$ cat config.mk
export PLATFORM = sky130hd
export DESIGN_NAME = beehive_noc_hdr_tx
export DESIGN_NICKNAME = d
export VERILOG_FILES = /design/src/rtl/beehive_noc_hdr_tx_pkg.sv /design/src/rtl/beehive_noc_hdr_tx.sv
export SDC_FILE = /design/constraint.sdc
export NUM_CORES = 1
export LEC_CHECK = 0
export CAP_MARGIN = 10
export CORE_AREA = 3 3 614 616
export CTS_CLUSTER_DIAMETER = 120
export DETAILED_ROUTE_END_ITERATION = 8
export DIE_AREA = 0 0 617 619
export PLACE_DENSITY = 0.32
export SLEW_MARGIN = 5
export SYNTH_ARGS = -nofsm -noshare
export SYNTH_HDL_FRONTEND = slang
export SYNTH_SLANG_ARGS = --single-unit
$ cat constraint.sdc
create_clock -name clk -period 5.3 [get_ports clk]
set_input_delay 0.795 -clock clk [delete_from_list [all_inputs] [get_ports clk]]
set_output_delay 0.795 -clock clk [all_outputs]
set_load 0.03 [all_outputs]
$ cat src/rtl/beehive_noc_hdr_tx_pkg.sv
// Shared NoC message widths, header flit layout and the data-header builder
// used by the NoC header packetizer.
package beehive_noc_hdr_tx_pkg;

  localparam int NOC_DATA_WIDTH       = 512;
  localparam int NOC_BYTES            = NOC_DATA_WIDTH / 8;
  localparam int NOC_BYTES_LOG2       = $clog2(NOC_BYTES);

  localparam int MSG_DST_CHIPID_WIDTH = 14;
  localparam int MSG_DST_X_WIDTH      = 8;
  localparam int MSG_DST_Y_WIDTH      = 8;
  localparam int MSG_DST_FBITS_WIDTH  = 4;
  localparam int MSG_LENGTH_WIDTH     = 22;
  localparam int MSG_TYPE_WIDTH       = 8;
  localparam int MSG_SRC_CHIPID_WIDTH = 14;
  localparam int MSG_SRC_X_WIDTH      = 8;
  localparam int MSG_SRC_Y_WIDTH      = 8;
  localparam int MSG_SRC_FBITS_WIDTH  = 4;
  localparam int MSG_METADATA_FLITS_W = 8;
  localparam int PACKET_NUM_W         = 16;
  localparam int TIMESTAMP_W          = 64;
  // Widest payload byte count a request can carry through the builder
  localparam int TX_REQ_BYTES_W       = 32;

  localparam logic [MSG_TYPE_WIDTH-1:0] IP_TX_DATAGRAM = 8'd20;

  typedef struct packed {
    logic [MSG_SRC_X_WIDTH-1:0] x_src;
    logic [MSG_SRC_Y_WIDTH-1:0] y_src;
  } noc_origin_struct;

  typedef struct packed {
    noc_origin_struct          origin;
    logic [PACKET_NUM_W-1:0]   packet_num;
  } packet_id_struct;

  typedef struct packed {
    logic [MSG_DST_CHIPID_WIDTH-1:0] dst_chip_id;
    logic [MSG_DST_X_WIDTH-1:0]      dst_x_coord;
    logic [MSG_DST_Y_WIDTH-1:0]      dst_y_coord;
    logic [MSG_DST_FBITS_WIDTH-1:0]  dst_fbits;
    logic [MSG_LENGTH_WIDTH-1:0]     msg_len;
    logic [MSG_TYPE_WIDTH-1:0]       msg_type;
    logic [MSG_SRC_CHIPID_WIDTH-1:0] src_chip_id;
    logic [MSG_SRC_X_WIDTH-1:0]      src_x_coord;
    logic [MSG_SRC_Y_WIDTH-1:0]      src_y_coord;
    logic [MSG_SRC_FBITS_WIDTH-1:0]  src_fbits;
    logic [MSG_METADATA_FLITS_W-1:0] metadata_flits;
    packet_id_struct                 packet_id;
    logic [TIMESTAMP_W-1:0]          timestamp;
  } data_noc_hdr_flit;

  localparam int DATA_NOC_HDR_W = $bits(data_noc_hdr_flit);

  typedef struct packed {
    data_noc_hdr_flit                         core;
    logic [NOC_DATA_WIDTH-DATA_NOC_HDR_W-1:0] padding;
  } beehive_noc_hdr_flit;

  typedef struct packed {
    logic [MSG_DST_X_WIDTH-1:0]      dst_x;
    logic [MSG_DST_Y_WIDTH-1:0]      dst_y;
    logic [MSG_DST_FBITS_WIDTH-1:0]  dst_fbits;
    logic [MSG_TYPE_WIDTH-1:0]       msg_type;
    logic [MSG_METADATA_FLITS_W-1:0] meta_flits;
    logic [TX_REQ_BYTES_W-1:0]       data_bytes;
  } tx_hdr_req_struct;

  typedef enum logic [1:0] {IDLE, HDR, META, DATA} hdr_tx_state_e;

  // Number of NOC-width flits needed to carry a payload (rounded up)
  function automatic logic [TX_REQ_BYTES_W:0] data_flits_of(input logic [TX_REQ_BYTES_W-1:0] bytes);
    return ({1'b0, bytes} + (TX_REQ_BYTES_W+1)'(NOC_BYTES - 1)) >> NOC_BYTES_LOG2;
  endfunction

  // Assemble a padded data header flit; unused chip ids, fbits and padding are zero
  function automatic beehive_noc_hdr_flit build_data_hdr(
    input tx_hdr_req_struct              req,
    input noc_origin_struct              origin,
    input logic [PACKET_NUM_W-1:0]       packet_num,
    input logic [TIMESTAMP_W-1:0]        ts
  );
    beehive_noc_hdr_flit flit;
    logic [TX_REQ_BYTES_W:0] flits;
    flit  = '0;
    flits = data_flits_of(req.data_bytes);
    flit.core.dst_x_coord          = req.dst_x;
    flit.core.dst_y_coord          = req.dst_y;
    flit.core.dst_fbits            = req.dst_fbits;
    flit.core.msg_len              = MSG_LENGTH_WIDTH'(flits + (TX_REQ_BYTES_W+1)'(req.meta_flits));
    flit.core.msg_type             = req.msg_type;
    flit.core.src_x_coord          = origin.x_src;
    flit.core.src_y_coord          = origin.y_src;
    flit.core.metadata_flits       = req.meta_flits;
    flit.core.packet_id.origin     = origin;
    flit.core.packet_id.packet_num = packet_num;
    flit.core.timestamp            = ts;
    return flit;
  endfunction

endpackage

$ cat src/rtl/beehive_noc_hdr_tx.sv
// NoC packetizer: emits a data header flit, then passes caller metadata
// flits and payload flits through to the router port with no bubbles.
module beehive_noc_hdr_tx
  import beehive_noc_hdr_tx_pkg::*;
#(
  parameter int SRC_X        = 0,
  parameter int SRC_Y        = 0,
  parameter int DATA_BYTES_W = 16,
  parameter int NOC_W        = NOC_DATA_WIDTH
) (
  input  logic                            clk,
  input  logic                            rst_n,
  input  logic                            req_val,
  output logic                            req_rdy,
  input  logic [MSG_DST_X_WIDTH-1:0]      req_dst_x,
  input  logic [MSG_DST_Y_WIDTH-1:0]      req_dst_y,
  input  logic [MSG_DST_FBITS_WIDTH-1:0]  req_dst_fbits,
  input  logic [MSG_TYPE_WIDTH-1:0]       req_msg_type,
  input  logic [MSG_METADATA_FLITS_W-1:0] req_meta_flits,
  input  logic [DATA_BYTES_W-1:0]         req_data_bytes,
  input  logic                            meta_val,
  input  logic [NOC_W-1:0]                meta_data,
  output logic                            meta_rdy,
  input  logic                            data_val,
  input  logic [NOC_W-1:0]                data_data,
  input  logic                            data_last,
  output logic                            data_rdy,
  output logic                            noc_out_val,
  output logic [NOC_W-1:0]                noc_out_data,
  input  logic                            noc_out_rdy,
  output logic                            len_err
);

  // Largest payload flit count; metadata plus payload must fit msg_len
  localparam longint MAX_DATA_FLITS =
    ((longint'(1) << DATA_BYTES_W) - 1 + longint'(NOC_BYTES) - 1) / longint'(NOC_BYTES);

  if (NOC_W != NOC_DATA_WIDTH || DATA_BYTES_W > TX_REQ_BYTES_W ||
      (255 + MAX_DATA_FLITS) >= (longint'(1) << MSG_LENGTH_WIDTH)) begin : g_cfg_err
    $error("beehive_noc_hdr_tx: msg_len or flit width cannot hold this configuration");
  end

  localparam noc_origin_struct ORIGIN = '{x_src: MSG_SRC_X_WIDTH'(SRC_X),
                                          y_src: MSG_SRC_Y_WIDTH'(SRC_Y)};

  hdr_tx_state_e                   state_reg, state_next;
  beehive_noc_hdr_flit             hdr_reg;
  logic [MSG_METADATA_FLITS_W-1:0] meta_cnt_reg;
  logic [DATA_BYTES_W:0]           data_cnt_reg;
  logic [PACKET_NUM_W-1:0]         packet_num_reg;
  logic [TIMESTAMP_W-1:0]          ts_reg;
  logic                            ready_reg;
  tx_hdr_req_struct                req_s;
  logic [DATA_BYTES_W:0]           req_data_flits;
  logic                            req_fire, meta_fire, data_fire, data_final;

  assign req_s.dst_x      = req_dst_x;
  assign req_s.dst_y      = req_dst_y;
  assign req_s.dst_fbits  = req_dst_fbits;
  assign req_s.msg_type   = req_msg_type;
  assign req_s.meta_flits = req_meta_flits;
  assign req_s.data_bytes = TX_REQ_BYTES_W'(req_data_bytes);

  assign req_data_flits = (DATA_BYTES_W+1)'(data_flits_of(req_s.data_bytes));
  assign req_fire       = req_val && req_rdy;
  assign meta_fire      = meta_val && meta_rdy;
  assign data_fire      = data_val && data_rdy;
  assign data_final     = (data_cnt_reg == (DATA_BYTES_W+1)'(1));

  // Free-running timestamp and the "out of reset" flag that opens req_rdy
  always_ff @(posedge clk or negedge rst_n) begin
    if (!rst_n) begin
      ts_reg    <= '0;
      ready_reg <= 1'b0;
    end else begin
      ts_reg    <= ts_reg + 1'b1;
      ready_reg <= 1'b1;
    end
  end

  // State register
  always_ff @(posedge clk or negedge rst_n) begin
    if (!rst_n) state_reg <= IDLE;
    else        state_reg <= state_next;
  end

  // Latch header and flit counts on accept; count down per forwarded flit
  always_ff @(posedge clk or negedge rst_n) begin
    if (!rst_n) begin
      hdr_reg        <= '0;
      meta_cnt_reg   <= '0;
      data_cnt_reg   <= '0;
      packet_num_reg <= '0;
    end else begin
      if (req_fire) begin
        hdr_reg        <= build_data_hdr(req_s, ORIGIN, packet_num_reg, ts_reg);
        meta_cnt_reg   <= req_meta_flits;
        data_cnt_reg   <= req_data_flits;
        packet_num_reg <= packet_num_reg + 1'b1;
      end
      if (meta_fire) meta_cnt_reg <= meta_cnt_reg - 1'b1;
      if (data_fire) data_cnt_reg <= data_cnt_reg - 1'b1;
    end
  end

  // Next state, output mux and stream handshakes; count decides packet end
  always_comb begin
    state_next   = state_reg;
    req_rdy      = 1'b0;
    noc_out_val  = 1'b0;
    noc_out_data = hdr_reg;
    meta_rdy     = 1'b0;
    data_rdy     = 1'b0;
    len_err      = 1'b0;
    case (state_reg)
      IDLE: begin
        req_rdy = ready_reg;
        if (req_val && ready_reg) state_next = HDR;
      end
      HDR: begin
        noc_out_val = 1'b1;
        if (noc_out_rdy) begin
          if (meta_cnt_reg != '0)      state_next = META;
          else if (data_cnt_reg != '0) state_next = DATA;
          else                         state_next = IDLE;
        end
      end
      META: begin
        noc_out_val  = meta_val;
        noc_out_data = meta_data;
        meta_rdy     = noc_out_rdy;
        if (meta_val && noc_out_rdy && meta_cnt_reg == MSG_METADATA_FLITS_W'(1))
          state_next = (data_cnt_reg != '0) ? DATA : IDLE;
      end
      DATA: begin
        noc_out_val  = data_val;
        noc_out_data = data_data;
        data_rdy     = noc_out_rdy;
        if (data_val && noc_out_rdy) begin
          len_err = (data_last != data_final);
          if (data_final) state_next = IDLE;
        end
      end
      default: state_next = IDLE;
    endcase
  end

endmodule

## Yosys cells after proc, flatten, opt, wreduce, memory -nomap -nowiden

Cells that the tools add are included.
Widths: inputs -> output; s select.

| storage, ports and cells | value |
|---|---|
| flip-flop bits (word level) | 246 |
| output and inout bits | 517 |
| word-level logic and storage cells | 63 |

| operators by class | value |
|---|---|
| add/sub/neg operators | 6 |
| equality and inequality tests | 11 |
| mux-type cells | 19 |
| reductions and logical operators | 13 |

Operators by type and width:

| kind | number |
|---|---|
| $pmux 512 s2 | 1 |
| $add 64x1->64 const B | 1 |
| $mux 17 | 2 |
| $add 16x6->17 const B | 1 |
| $eq 17x1->1 const B | 1 |
| $reduce_bool 17->1 | 1 |
| $sub 17x1->17 const B | 1 |
| $add 16x1->16 const B | 1 |
| $mux 8 | 2 |
| $mux 2 | 7 |
| $add 11x8->12 | 1 |
| $ne 2x2->1 const B | 5 |
| $eq 8x1->1 const B | 1 |
| $pmux 2 s4 | 1 |
| $reduce_bool 8->1 | 1 |
| $sub 8x1->8 const B | 1 |
| $logic_and 1x1->1 | 7 |
| $mux 1 | 5 |
| $reduce_and 5->1 | 1 |
| $eq 2x2->1 const B | 2 |
| $reduce_bool 2->1 | 2 |
| $pmux 1 s3 | 1 |
| $eq 2x1->1 const B | 1 |
| $logic_not 2->1 | 1 |
| $ne 1x1->1 | 1 |

## Depth between registers and ports, before layout

Gate-level depths: netlist (run 1).

| depth | value |
|---|---|
| depth in word-level cells | 5 |
| mapped depth | 12 |

## Worst setup path after synthesis (run 1)

No wires, ideal clock.

| timing | value |
|---|---|
| path type | in2reg |
| from | in req_data_bytes[3] |
| to | reg hdr_reg[465] (netlist bit) |
| setup time | 134 ps |
| arrival | 3120 ps |
| data required time | 5166 ps |
| path slack | 2046 ps |
| stages on the path | 12 |
| path buffers | 0 |
| path through | nor4_1 > nand2_1 > nand4_1 > nor2_1 > xor2_1 > ha_1 > and3_1 > a221oi_1 > a22oi_1 > maj3_1 > xnor2_1 > o21ai_0 |

| on the way | value |
|---|---|
| word-level cells in the longest chain between the ends | 2 |

RTL lines:

| item | RTL line | text |
|---|---|---|
| from (decl) | beehive_noc_hdr_tx.sv:20 | `input logic [DATA_BYTES_W-1:0] req_data_bytes,` |
| $add 16x6->17 | beehive_noc_hdr_tx_pkg.sv:73 | `return ({1'b0, bytes} + (TX_REQ_BYTES_W+1)'(NOC_BYTES - 1)) >> NOC_BYTES_LOG2;` |
| $add 11x8->12 | beehive_noc_hdr_tx_pkg.sv:90 | `flit.core.msg_len = MSG_LENGTH_WIDTH'(flits + (TX_REQ_BYTES_W+1)'(req.meta_flits));` |
| to (signal assigned) | beehive_noc_hdr_tx.sv:96 | `hdr_reg <= build_data_hdr(req_s, ORIGIN, packet_num_reg, ts_reg);` |
| to (decl) | beehive_noc_hdr_tx.sv:47 | `beehive_noc_hdr_flit hdr_reg;` |

No other way between the ends.
A chain may end at the register's enable or synchronous reset.

## Worst setup path after layout (run 1)

| timing | value |
|---|---|
| from | reg state_reg[0] |
| to | out noc_out_data[212] |

| on the way | value |
|---|---|
| word-level cells in the longest chain between the ends | 2 |
| elaborated cells between the ends (all ways) | 3 |

RTL lines:

| item | RTL line | text |
|---|---|---|
| from (decl) | beehive_noc_hdr_tx.sv:46 | `hdr_tx_state_e state_reg, state_next;` |
| from (signal assigned) | beehive_noc_hdr_tx.sv:84 | `else state_reg <= state_next;` |
| $eq 2x2->1 | beehive_noc_hdr_tx.sv:115 | `case (state_reg)` |
| $pmux 512 s2 (*) | beehive_noc_hdr_tx.sv:115 |  |
| to (decl) | beehive_noc_hdr_tx.sv:29 | `output logic [NOC_W-1:0] noc_out_data,` |

Every way passes the cells marked *; elsewhere a longest branch is shown, timed or not.

==> metrics.txt, run 1 <==
status finished, final reports clean; input/output buffers 1,599; Routed Antenna Nets 0; CTS sink count 236; grt met2 use 29.81%; placement-stage cell area 40,630 um2; CP Data Required Time roughly 4500 ps; initial DRC count 1,670; total iterations of the first detailed-routing run 5; Hold Buf Count CTS 0; worst reg2reg setup slack 2230 ps; ys flop type dfrtp_1; Die X around 620 um; Place WS 871.8 ps; drt wl/cell 35.51 um; Critical Path AT 3890 ps; crit path time final between 4000 and 5000 ps; multiplexer share of the synthesized area 28.11%; number of flops mapped to enable cells by yosys 0; GR peak layer met2; synthesis-stage register bit count 236; Worst path max stage delay 940 ps; initial antenna violation count approximately 260; DRC violations left 0; Mapped Area 18,480 um2; area delta synth->final 126.6%; Avg Cell Area, Syn 7.819 um2; simple-gate area share of the yosys netlist 24.33%; io pins between 1,500 and 2,000; Synth Area in XOR/XNOR under 10%; CP cell instances buf_4, buf_12, buf_4, buf_4, mux2i_1, nor2_1, clkdlybuf4s50_1; Rows 224; Clock Latency Late Sink 610 ps; Seq/Total Area, Yosys about a third; crit start category flip-flop; met1 Resource Use GR 17.58%; setup TNS 0 ps; largest family of logic cells by synthesized area multiplexers; most frequent CP cell buf_4; Die ar. 381,900 um2; Hold Violations, Final 0; area leader, netlist dfrtp_1; max-slew violation count 0; Worst-Margin Slew 1165 ps; worst reg2reg path depth 6; deepest clock path buffer count 3; reg2reg end data_cnt_reg[8]; critical path peak fanout 41; vias in the first global route 24,939; layout cells sized above 1 5.792%; Yosys warning count 0; first-pass GRT wire length 371.6 mm; FFs w/ async S/R, synth between 90% and 100%; vias per inst 2.800; Adder-Cell Fraction of Synth Area 1.110%; syn nets 3,462; CP delay by family, top buffers and inverters; largest net degree at the start of global routing 136; Clock H-tree levels 1; RSZ-0062 raised after global routing no; max_slew headroom 22.11%; Cell Count, Final, Fillers Out 8,935; Final Cell Area 41,880 um2; post-synth top area share between 30% and 40%; Critical-path top delay cell dfrtp_4; crit share post-route approximately nine tenths; synth unique cells 54; CP bufs+invs 5; CORE AREA 371,900 um2; CTS tree built; chip height between 600 and 700 um; Peak VDD IR 0.0002500 V; Maximum Capacitance Violations 0; grt met3 use 4.509%; overall global routing resource usage between 10% and 20%; Clock Skews 15.79 ps; Total Power approximately 0.022 W; clk root buf clkbuf_16; CTS resizes 0; HPWL after DPL 291.1 mm; clock-pin slew on the worst setup and hold paths around 60 ps; Lkg Pwr 15.56 nW; crit path kind reg2out; Compound-Gate Fraction of Synth Area 6.126%; via count 25,019; Initial Util under 10%; setup ws final 613.5 ps; nets@finish 4,992; total CTS buffers 31; Inst Count DP 8,833; Max Fclk approximately 210 MHz; Mapped Cells about 2,400; Hold Crit Class in2async; final wirelength 317.2 mm; Cell Pwr Density 535.4 nW/um2; R2R Path Start state_reg[0]; GRT Residual Overflow 0; crit end category primary output; max reg flops 128; Synth area leaders dfrtp_1, mux2i_1, nor2_1; Post-CTS Setup Repair Bufs 0; Setup violations, final 0; gpl congestion about 0.99
[layout by cell type, fill, tap and decap left out, types with 38 or more instances in the layout]
master | synthesis | layout
nand2_1 | 418 | 417
mux2i_1 | 519 | 513
diode_2 | 0 | 44
buf_4 | 0 | 136
nor2_1 | 559 | 558
clkdlybuf4s50_1 | 0 | 1511
dfrtp_1 | 236 | 234
xnor2_1 | 69 | 69
a21oi_1 | 141 | 141
nand3_1 | 38 | 38
[Yosys cell counts, types with 11 or more instances]
| master | number |
|---|---|
| ha_1 | 14 |
| buf_1 | 46 |
| nor2_1 | 559 |
| a21oi_1 | 141 |
| xor2_1 | 26 |
| inv_1 | 18 |
| dfrtp_1 | 236 |
| clkbuf_1 | 111 |
| nand3_1 | 38 |
| xnor2_1 | 69 |
| nand4_1 | 28 |
| nand2_1 | 418 |
| o21ai_0 | 24 |
| mux2i_1 | 519 |
| and3_1 | 11 |
| buf_2 | 11 |
[final cells by class]
type | instances | area, um2
Timing Repair Buffer | 1665 | 16500
Clock buffer | 39 | 855.8
Sequential cell | 236 | 5913
Multi-Input combinational cell | 1942 | 11920
Tap cell | 4972 | 6221
Antenna cell | 44 | 110.1
Clock inverter | 19 | 284.0
Fill cell | 43034 | 330000
Inverter | 18 | 75.07
[metal layers]
metal | routed length [um] | vias up | part of all wire, %
li1 | - | 11077 | -
met1 | 119700 | 11988 | 38
met2 | 165900 | 1384 | 52
met3 | 22440 | 504 | 7.1
met4 | 8735 | 66 | 2.8
met5 | 452 | - | 0.14
[through the flow]
step / hold WS (ps) / util, %
2_1_floorplan: 438.3 / -
3_3_place_gp: 458.2 / 10.92
3_5_place_dp: 457.3 / 10.92
4_1_cts: 151.5 / 11.23
5_1_grt: 184.2 / 11.24
6_report: 170.5 / 11.26
[kinds of logic (layout without fill, tap and decap cells)]
family | after synthesis | after routing
and+or+nand+nor | 1108 | 1108
muxes | 519 | 519
DFF | 236 | 236
AOI/OAI and AO/OA | 203 | 203
buffers and inverters | 186 | 1741
xor gates and xnor gates | 95 | 95
adders and majority gates | 16 | 16
other | 1 | 45
[how the worst max path moves through the flow]
stage	endpoint	start	slack, ps	cells after the start
after global routing	noc_out_data[83]	state_reg[0]	390	6
after global placement	hdr_reg[465]	req_data_bytes[3]	840	14
final	noc_out_data[212]	state_reg[0]	610	7
after floorplan	hdr_reg[465]	req_data_bytes[3]	2050	12
after detailed placement	hdr_reg[465]	req_data_bytes[3]	870	14
after CTS	noc_out_data[83]	state_reg[0]	330	6
[power breakdown]
| part | leakage [nW] | switching (W) | total [W] | internal (W) |
|---|---|---|---|---|
| combinational | 11.9 | 0.0119 | 0.0175 | 0.00567 |
| clock | 0.564 | 0.000986 | 0.00243 | 0.00145 |
| sequential | 3.15 | 0.000352 | 0.00246 | 0.00210 |
| total | 15.6 | 0.0132 | 0.0224 | 0.00923 |
(Power assumes the default switching activity.)
==> run 2: changes to the inputs <==
Settings changed: TNS_END_PERCENT set to 10.
==> results of run 2 <==
No change in the layout: final DEF, timing and power equal those of run 1.
